<file path="config.mk">
export PLATFORM = sky130hd
export DESIGN_NAME = fighter_state_machine
export DESIGN_NICKNAME = d
export VERILOG_FILES = /design/src/rtl/fighter_pkg.sv /design/src/rtl/fighter_position_clamp.sv /design/src/rtl/fighter_state_machine.sv
export SDC_FILE = /design/constraint.sdc
export NUM_CORES = 1
export LEC_CHECK = 0
export CORE_ASPECT_RATIO = 0.5
export CORE_UTILIZATION = 35
export DETAILED_ROUTE_END_ITERATION = 16
export GPL_TIMING_DRIVEN = 1
export PLACE_DENSITY = 0.63
export SETUP_SLACK_MARGIN = 0.15
export SYNTH_ARGS = -nofsm -noshare
export SYNTH_HDL_FRONTEND = slang
export SYNTH_SLANG_ARGS = --single-unit
</file>
<file path="constraint.sdc">
create_clock -name clk_game -period 7.75 [get_ports clk_game]
set_input_delay 0.775 -clock clk_game [delete_from_list [all_inputs] [get_ports clk_game]]
set_output_delay 0.775 -clock clk_game [all_outputs]
set_load 0.02 [all_outputs]
</file>
<file path="src/rtl/fighter_pkg.sv">
// Fighter package: state codes shared with the pixel renderer, datapath widths
// and a decode helper for the attack-active states.
package fighter_pkg;

    localparam int STATE_W = 4;
    localparam int COORD_W = 10;
    localparam int CNT_W   = 8;

    localparam logic [STATE_W-1:0] ST_IDLE          = 4'd0;
    localparam logic [STATE_W-1:0] ST_LEFT          = 4'd1;
    localparam logic [STATE_W-1:0] ST_RIGHT         = 4'd2;
    localparam logic [STATE_W-1:0] ST_ATK1_STARTUP  = 4'd3;
    localparam logic [STATE_W-1:0] ST_ATK1_ACTIVE   = 4'd4;
    localparam logic [STATE_W-1:0] ST_ATK1_RECOVERY = 4'd5;
    localparam logic [STATE_W-1:0] ST_ATK2_STARTUP  = 4'd6;
    localparam logic [STATE_W-1:0] ST_ATK2_ACTIVE   = 4'd7;
    localparam logic [STATE_W-1:0] ST_ATK2_RECOVERY = 4'd8;
    localparam logic [STATE_W-1:0] ST_HITSTUN       = 4'd9;

    function automatic logic is_hitbox_state(input logic [STATE_W-1:0] s);
        return (s == ST_ATK1_ACTIVE) || (s == ST_ATK2_ACTIVE);
    endfunction

endpackage

</file>
<file path="src/rtl/fighter_position_clamp.sv">
// Combinational next-x for one walking step.
// Ports:
//   i_x          current sprite x
//   i_move_right 1 = step toward +x, 0 = step toward -x
//   i_speed      step size in pixels
//   i_x_min/max  screen clamps
//   i_opp_x      opponent x
//   i_min_gap    minimum spacing to the opponent
//   i_gap_en     apply the opponent spacing limit (forward steps only)
//   o_x          clamped next x; holds i_x if the limit is already violated
module fighter_position_clamp
    import fighter_pkg::*;
(
    input  logic [COORD_W-1:0] i_x,
    input  logic               i_move_right,
    input  logic [COORD_W-1:0] i_speed,
    input  logic [COORD_W-1:0] i_x_min,
    input  logic [COORD_W-1:0] i_x_max,
    input  logic [COORD_W-1:0] i_opp_x,
    input  logic [COORD_W-1:0] i_min_gap,
    input  logic               i_gap_en,
    output logic [COORD_W-1:0] o_x
);

    // Two guard bits: opp_x + gap can exceed 1023 and x - speed can go negative.
    logic signed [COORD_W+1:0] w_x, w_spd, w_min, w_max, w_opp, w_gap;
    logic signed [COORD_W+1:0] w_cand, w_lim, w_new;

    assign w_x   = {2'b00, i_x};
    assign w_spd = {2'b00, i_speed};
    assign w_min = {2'b00, i_x_min};
    assign w_max = {2'b00, i_x_max};
    assign w_opp = {2'b00, i_opp_x};
    assign w_gap = {2'b00, i_min_gap};

    always_comb begin
        w_cand = w_x;
        w_lim  = w_x;
        w_new  = w_x;
        if (i_move_right) begin
            w_cand = w_x + w_spd;
            w_lim  = w_max;
            if (i_gap_en && ((w_opp - w_gap) < w_lim))
                w_lim = w_opp - w_gap;
            w_new = (w_cand < w_lim) ? w_cand : w_lim;
            // never let a right step move the sprite left
            if (w_new < w_x)
                w_new = w_x;
        end else begin
            w_cand = w_x - w_spd;
            w_lim  = w_min;
            if (i_gap_en && ((w_opp + w_gap) > w_lim))
                w_lim = w_opp + w_gap;
            w_new = (w_cand > w_lim) ? w_cand : w_lim;
            if (w_new > w_x)
                w_new = w_x;
        end
    end

    // Result lies between the screen clamps or equals i_x; guard bits only
    // matter for clamps configured outside the coordinate range.
    assign o_x = (w_new[COORD_W+1:COORD_W] != 2'b00) ? i_x : w_new[COORD_W-1:0];

endmodule

</file>
<file path="src/rtl/fighter_state_machine.sv">
// Per-player fighter controller: button levels -> state code and sprite x.
// Ports:
//   clk_game       one tick per game frame
//   reset          asynchronous, active-low
//   left_button / right_button / attack_button   synchronised levels
//   hit_in         one-tick pulse, opponent hitbox overlapped us
//   opp_x          opponent sprite x
//   state          4-bit state code (see table)
//   char_x         sprite left x
//   hitbox_active  high in ATK1_ACTIVE / ATK2_ACTIVE
//
// state          | meaning
// IDLE           | standing, no direction or both held
// LEFT / RIGHT   | walking, char_x moves this tick
// ATKn_STARTUP   | attack wind-up, no hitbox
// ATKn_ACTIVE    | hitbox live
// ATKn_RECOVERY  | attack cool-down
// HITSTUN        | stunned after being hit; reloads on repeat hits
module fighter_state_machine
    import fighter_pkg::*;
#(
    parameter int FACING_RIGHT = 1,
    parameter int X_INIT       = 100,
    parameter int X_MIN        = 0,
    parameter int X_MAX        = 512,
    parameter int FWD_SPEED    = 3,
    parameter int BACK_SPEED   = 2,
    parameter int MIN_GAP      = 40,
    parameter int A1_STARTUP   = 5,
    parameter int A1_ACTIVE    = 3,
    parameter int A1_RECOVERY  = 8,
    parameter int A2_STARTUP   = 8,
    parameter int A2_ACTIVE    = 4,
    parameter int A2_RECOVERY  = 14,
    parameter int HITSTUN_LEN  = 12
) (
    input  logic               clk_game,
    input  logic               reset,
    input  logic               left_button,
    input  logic               right_button,
    input  logic               attack_button,
    input  logic               hit_in,
    input  logic [COORD_W-1:0] opp_x,
    output logic [STATE_W-1:0] state,
    output logic [COORD_W-1:0] char_x,
    output logic               hitbox_active
);

    localparam logic               P_FACE_R = (FACING_RIGHT != 0);
    localparam logic [COORD_W-1:0] P_X_INIT = COORD_W'(X_INIT);
    localparam logic [COORD_W-1:0] P_X_MIN  = COORD_W'(X_MIN);
    localparam logic [COORD_W-1:0] P_X_MAX  = COORD_W'(X_MAX);
    localparam logic [COORD_W-1:0] P_FWD    = COORD_W'(FWD_SPEED);
    localparam logic [COORD_W-1:0] P_BACK   = COORD_W'(BACK_SPEED);
    localparam logic [COORD_W-1:0] P_GAP    = COORD_W'(MIN_GAP);

    // Counter load values are LEN-1 so each phase lasts exactly LEN ticks.
    localparam logic [CNT_W-1:0] L_A1_S = CNT_W'(A1_STARTUP - 1);
    localparam logic [CNT_W-1:0] L_A1_A = CNT_W'(A1_ACTIVE - 1);
    localparam logic [CNT_W-1:0] L_A1_R = CNT_W'(A1_RECOVERY - 1);
    localparam logic [CNT_W-1:0] L_A2_S = CNT_W'(A2_STARTUP - 1);
    localparam logic [CNT_W-1:0] L_A2_A = CNT_W'(A2_ACTIVE - 1);
    localparam logic [CNT_W-1:0] L_A2_R = CNT_W'(A2_RECOVERY - 1);
    localparam logic [CNT_W-1:0] L_HS   = CNT_W'(HITSTUN_LEN - 1);

    logic [STATE_W-1:0] r_state, w_state_nxt;
    logic [COORD_W-1:0] r_x, w_x_nxt, w_x_step;
    logic [CNT_W-1:0]   r_cnt, w_cnt_nxt;
    logic               r_attack_prev, r_hitbox;

    logic w_attack_edge, w_go_left, w_go_right, w_fwd_held, w_step_fwd, w_cnt_zero;

    assign w_attack_edge = attack_button & ~r_attack_prev;
    assign w_go_left     = left_button & ~right_button;
    assign w_go_right    = right_button & ~left_button;
    assign w_fwd_held    = P_FACE_R ? right_button : left_button;
    assign w_step_fwd    = (w_go_right == P_FACE_R);
    assign w_cnt_zero    = (r_cnt == '0);

    fighter_position_clamp u_clamp (
        .i_x          (r_x),
        .i_move_right (w_go_right),
        .i_speed      (w_step_fwd ? P_FWD : P_BACK),
        .i_x_min      (P_X_MIN),
        .i_x_max      (P_X_MAX),
        .i_opp_x      (opp_x),
        .i_min_gap    (P_GAP),
        .i_gap_en     (w_step_fwd),
        .o_x          (w_x_step)
    );

    always_comb begin
        w_state_nxt = r_state;
        w_x_nxt     = r_x;
        w_cnt_nxt   = w_cnt_zero ? r_cnt : r_cnt - 1'b1;
        if (hit_in) begin
            w_state_nxt = ST_HITSTUN;
            w_cnt_nxt   = L_HS;
        end else begin
            case (r_state)
                ST_IDLE, ST_LEFT, ST_RIGHT: begin
                    w_cnt_nxt = r_cnt;
                    if (w_attack_edge) begin
                        w_state_nxt = w_fwd_held ? ST_ATK2_STARTUP : ST_ATK1_STARTUP;
                        w_cnt_nxt   = w_fwd_held ? L_A2_S : L_A1_S;
                    end else if (w_go_left) begin
                        w_state_nxt = ST_LEFT;
                        w_x_nxt     = w_x_step;
                    end else if (w_go_right) begin
                        w_state_nxt = ST_RIGHT;
                        w_x_nxt     = w_x_step;
                    end else begin
                        w_state_nxt = ST_IDLE;
                    end
                end
                ST_ATK1_STARTUP:  if (w_cnt_zero) begin w_state_nxt = ST_ATK1_ACTIVE;   w_cnt_nxt = L_A1_A; end
                ST_ATK1_ACTIVE:   if (w_cnt_zero) begin w_state_nxt = ST_ATK1_RECOVERY; w_cnt_nxt = L_A1_R; end
                ST_ATK1_RECOVERY: if (w_cnt_zero) w_state_nxt = ST_IDLE;
                ST_ATK2_STARTUP:  if (w_cnt_zero) begin w_state_nxt = ST_ATK2_ACTIVE;   w_cnt_nxt = L_A2_A; end
                ST_ATK2_ACTIVE:   if (w_cnt_zero) begin w_state_nxt = ST_ATK2_RECOVERY; w_cnt_nxt = L_A2_R; end
                ST_ATK2_RECOVERY: if (w_cnt_zero) w_state_nxt = ST_IDLE;
                ST_HITSTUN:       if (w_cnt_zero) w_state_nxt = ST_IDLE;
                default: begin
                    w_state_nxt = ST_IDLE;
                    w_cnt_nxt   = '0;
                end
            endcase
        end
    end

    always_ff @(posedge clk_game or negedge reset) begin
        if (!reset) begin
            r_state       <= ST_IDLE;
            r_x           <= P_X_INIT;
            r_cnt         <= '0;
            r_attack_prev <= 1'b0;
            r_hitbox      <= 1'b0;
        end else begin
            r_state       <= w_state_nxt;
            r_x           <= w_x_nxt;
            r_cnt         <= w_cnt_nxt;
            r_attack_prev <= attack_button;
            r_hitbox      <= is_hitbox_state(w_state_nxt);
        end
    end

    assign state         = r_state;
    assign char_x        = r_x;
    assign hitbox_active = r_hitbox;

endmodule
</file>
Word-level counts from Yosys, hierarchy flattened
Index checks and enable logic that the tools add are counted.
- register bits: 24
- word-level logic and storage cells: 79
- input bits: 16
- output and inout port bits: 15
- order comparisons: 6
- add/sub/neg operators: 5
- bitwise gates (word level): 8
- equal/unequal tests: 12
- reductions and logical operators: 10
- mux-type cells: 33
- operator list (cell ; count):
    two-way mux 12 bit ; 9
    two-way mux 8 bit ; 7
    case mux 8 bit (6 select lines) ; 1
    two-way mux 10 bit ; 3
    equality test 4 x 3 -> 1 bit (second input constant) ; 6
    two-way mux 4 bit ; 6
    case mux 4 bit (6 select lines) ; 1
    > comparator 12 x 1 -> 1 bit (second input constant) ; 1
    > comparator 12 x 11 -> 1 bit ; 1
    > comparator 12 bit ; 1
    < comparator 12 x 11 -> 1 bit ; 1
    < comparator 12 x 11 -> 1 bit (second input constant) ; 1
    < comparator 12 bit ; 1
    adder 10 x 2 -> 11 bit ; 1
    adder 10 x 6 -> 11 bit (second input constant) ; 1
    subtractor 10 x 2 -> 11 bit ; 1
    subtractor 10 x 6 -> 11 bit (second input constant) ; 1
    equality test 4 x 2 -> 1 bit (second input constant) ; 2
    equality test 4 bit (second input constant) ; 2
    zero test 8 bit ; 1
    subtractor 8 x 1 -> 8 bit (second input constant) ; 1
    two-way mux 2 bit ; 3
    two-way mux 3 bit ; 2
    OR reduction 3 bit ; 2
    10 further kinds ; 18

Longest topological paths before layout
- word-level depth: 14
- mapped depth: 31
- depth with buffers taken out: 29

By module
From an unflattened synthesis, not the netlist that was laid out.
- cells, all modules: 715
- area, all modules: 5649.2 um^2
- by module, submodules not included (module ; area each (um^2) ; sequential area each (um^2) ; instances ; cells an instance):
    fighter_position_clamp ; 4172.8 ; 0.0 ; 1 ; 568
    fighter_state_machine ; 1476.4 ; 604.3 ; 1 ; 147

Least setup slack after synthesis
OpenSTA, ideal clock, no wires.
- kind: input-to-reg
- from: input port left_button
- to: register r_x[4] (netlist: char_x[4])
- path slack: 1.481 ns
- stages on the path: 29
- data required time: 7.663 ns
- data arrival time: 6.182 ns
- path through: inv_1 > ha_1 > ha_1 > inv_1 > ha_1 > nor4_1 > xnor2_1 > ha_1 > a221oi_1 > o21ai_0 > o221ai_1 > a21o_1 > ha_1 > clkbuf_1 > nor4b_1 > a21oi_1 > inv_1 > ha_1 > nand4_1 > nor2_1 > nor3_1 > a21oi_1 > a2111oi_2 > ha_1 > nand2b_1 > or3_4 > a21o_1 > buf_4 > a22oi_1
- word-level cells in the longest chain between the ends: 14
- elaborated cells between the ends (all ways): 27
- those cells by class: add/sub: 2; order compare: 4; mux: 13; bitwise: 3; reduce/logical: 5
- RTL lines (what ; line ; RTL):
    start, declared ; fighter_state_machine.sv:39 ; input logic left_button,
    branches (longest 14 deep; another with > comparator 12 bit) ; -- ;
    end signal, assigned ; fighter_state_machine.sv:140 ; r_x <= w_x_nxt;
    end, declared ; fighter_state_machine.sv:67 ; logic [COORD_W-1:0] r_x, w_x_nxt, w_x_step;
Parallel ways; which one is timed is not known. The select of a mux whose other input is x is not followed.
A chain may end at the register's enable or synchronous reset.

Worst setup path after layout
- from: input port opp_x[6]
- to: register r_x[4] (netlist: char_x[4])
- word-level cells in the longest chain between the ends: 14
- elaborated cells between the ends (all ways): 23
- those cells by class: add/sub: 2; order compare: 6; mux: 12; reduce/logical: 3
- RTL lines (what ; line ; RTL):
    start, declared ; fighter_state_machine.sv:43 ; input logic [COORD_W-1:0] opp_x,
    adder 10 x 6 -> 11 bit / subtractor 10 x 6 -> 11 bit (equally long branches) ; -- ;
    > comparator 12 x 1 -> 1 bit / < comparator 12 x 11 -> 1 bit (equally long branches) ; fighter_position_clamp.sv:52, fighter_position_clamp.sv:43 ;
    logical AND 1 bit (on tied branches) ; fighter_position_clamp.sv:52, fighter_position_clamp.sv:43 ;
    two-way mux 12 bit (on tied branches) ; fighter_position_clamp.sv:52, fighter_position_clamp.sv:43 ;
    two-way mux 12 bit ; fighter_position_clamp.sv:40 ; if (i_move_right) begin
    > comparator 12 bit / < comparator 12 bit (equally long branches) ; fighter_position_clamp.sv:54, fighter_position_clamp.sv:45 ;
    two-way mux 12 bit (on tied branches) ; fighter_position_clamp.sv:54, fighter_position_clamp.sv:45 ;
    > comparator 12 x 11 -> 1 bit / < comparator 12 x 11 -> 1 bit (equally long branches) ; fighter_position_clamp.sv:55, fighter_position_clamp.sv:47 ;
    two-way mux 12 bit (on tied branches) ; fighter_position_clamp.sv:55, fighter_position_clamp.sv:47 ;
    two-way mux 12 bit * ; fighter_position_clamp.sv:40 ;
    nonzero test 2 bit ; fighter_position_clamp.sv:62 ; assign o_x = (w_new[COORD_W+1:COORD_W] != 2'b00) ? i_x : w_new[COORD_W-1:0];
    two-way mux 10 bit * ; fighter_position_clamp.sv:62 ;
    two-way mux 10 bit ; fighter_state_machine.sv:109 ; end else if (w_go_right) begin
    two-way mux 10 bit * ; fighter_state_machine.sv:106 ; end else if (w_go_left) begin
Mark *: on every way between the ends. The rest lies on a longest branch, timed or not. The select of a mux whose other input is x is not followed.

==> results.ini <==
[synth]
syn_avg_cell_area_um2=7.95
async_flop_share_pct=100
synth_commonest_cells=ha_1, nand2_1, inv_1
netlist_top_cells_area=ha_1, dfrtp_1, xnor2_1, a21oi_1, nand2_1
netlist_area_um2=3660
syn-num-nets=530
synth_top_area_share_pct=18.5
synth-edff-count=0
ys_ff_latch=24
yosysMostFrequentCell=ha_1
yosysWarnings=0
netlist_instances=460
ys.flop_type=dfrtp_1
yosysUniqueCellTypes=71
yosysSeqAreaShare_pct=16.5
synth_top_area_cell=ha_1

[placed_design]
gp_congestion=0.965
dp_slack_ns=0.376
io_buffers=30
hpwlAfterDp_um=8200

[clocking]
tritoncts=yes
h-tree-depth=1
clock_latency_ns=0.26
clock_sinks=24
post_cts_buffers=0
path_clk_slew_ns=0.06
cts_made_buffers=3
clk_path_buf_depth=2
root_buffer=clkbuf_16
hold_buffers=0
cts_resized=0

[timing]
setup_slack_ns=0.589
worst_slew_pin_slew_ns=1.08
fin_crit_ns=7.16
finalMaxSlewViolations=0
finalSetupTns_ns=0
finalSetupViolations=0
fmax_mhz=140
rsz0062_at_grt=no
slew_headroom_pct=27.6
fin_hold_ws_ns=0.541
fin_crit_sh_pct=92.4
final_hold_viol_count=0
fin_worst_skew_ns=0.00267

[cells_and_area]
fin_util_pct=42.5
fillCellCount=999
drive_above_1_share_pct=8.40
diodes=0
layout.nets=547
syn_to_final_growth_pct=13.8

[job]
cap_violations=0

[routing]
drc=0
wl_um=10400
drtPass1Iterations=5
ant_nets=0
via_count=3603
drt-initial-drc-count=279
viasPerCell=5.90
wl_per_cell_um=17.0

[global_routing]
grt_overflow=0
grt_use_total_pct=19.3
grt_pass1_wl_um=16700
grt_start_max_net_pins=25
grt_pass1_vias=3243
grt_antenna_before_repair=0

[power_and_ir_drop]
p_leak_nw=1.77
power_mw=1.67
p_per_area_nw_per_um2=401
ir_drop_mv=0.211

[critical_path]
required_ns=7.92
critical_path.max_stage_delay_ns=0.60
crit_fanout=13
crit_slowest_cell=clkdlybuf4s50_1
critPathTopFamily=compound AO/OA/AOI/OAI gates
cp_common_cell=ha_1
crit_path_end_kind=register
worstPathArrival_ns=7.33
start_kind=primary input
worstSetupPathType=in2reg
cp.buffers_inverters=2

[floorplanning]
die_w_um=147
core.rowCount=25
dieArea_um2=10900
core-area_um2=9790
die_h_um=74.3
ioPinCount=31
start_util_pct=37.3

[worst_hold_path]
hold_class=reg2reg

[outcome]
status=finished, final reports clean

per-layer routing:
metal	part of all wire [%]	vias to the layer above	wire, um	GRT usage, %
li1	-	1746	-	-
met1	48	1670	5020	27.6
met4	2.6	0	266	5.79
met2	41	156	4300	30.5
met3	7.9	31	817	2.45
met5	0	-	0	0
registers in the layout, summed over array words and instances, names as in the netlist:
name,flops
r_cnt,8
state,4
r_attack_prev,1
hitbox_active,1
char_x,10
cells by family (layout without fill, tap and decap cells):
kind of cell               count (synthesis)  in the layout  synth area share [%]
AOI/OAI and AO/OA                        144            144                  28.3
xor gates and xnor gates                  25             25                  5.99
adders and majority gates                 54             54                  18.5
buffers and inverters                     61             77                  7.25
DFF                                       24             24                  16.5
muxes                                      8              8                  2.19
and+or+nand+nor                          144            144                  21.3
final timing paths:
check                           startpoint        end  slack [ns]  depth (start not counted)
worst max register to register   char_x[0]  char_x[4]        1.48                         26
worst min-delay path              r_cnt[7]   r_cnt[7]        0.54                          1
worst min register to register    r_cnt[7]   r_cnt[7]        0.54                          1
min in group asynchronous            reset   state[0]        1.10                          1
max in group asynchronous            reset   r_cnt[2]        6.00                          1
worst max-delay path              opp_x[6]  char_x[4]        0.59                         25
power by group:
part | total, mW | switching [mW] | internal [mW]
sequential | 0.208 | 0.0537 | 0.154
clock | 0.147 | 0.0441 | 0.103
combinational | 1.31 | 0.786 | 0.526
layout by cell type, fill, tap and decap left out, types with 8 or more instances in the layout:
master / count
clkdlybuf4s50_1: 30
ha_1: 53
dfrtp_1: 21
a21o_1: 9
a21oi_1: 32
o21ai_0: 24
nor2_1: 30
nand3_1: 8
inv_1: 34
mux2i_1: 8
xnor2_1: 19
nand2_1: 38
nor3_1: 14
through the flow:
| stage | instances | cell area, um^2 |
|---|---|---|
| after floorplan | 460 | 3660 |
| after global placement | 607 | 4040 |
| after detailed placement | 607 | 4040 |
| after CTS | 611 | 4140 |
| after global routing | 611 | 4160 |
| final | 611 | 4160 |
layout make-up:
cell class / count / area [um^2] / share of cell area [%]
Timing Repair Buffer: 34 / 330 / 7.94
Clock buffer: 3 / 75.1 / 1.81
Inverter: 39 / 150 / 3.61
Multi-Input combinational cell: 375 / 2800 / 67.3
Sequential cell: 24 / 604 / 14.5
Clock inverter: 1 / 30.0 / 0.722
Tap cell: 135 / 169 / 4.06
Note: power is estimated with default switching activity, not from simulation.
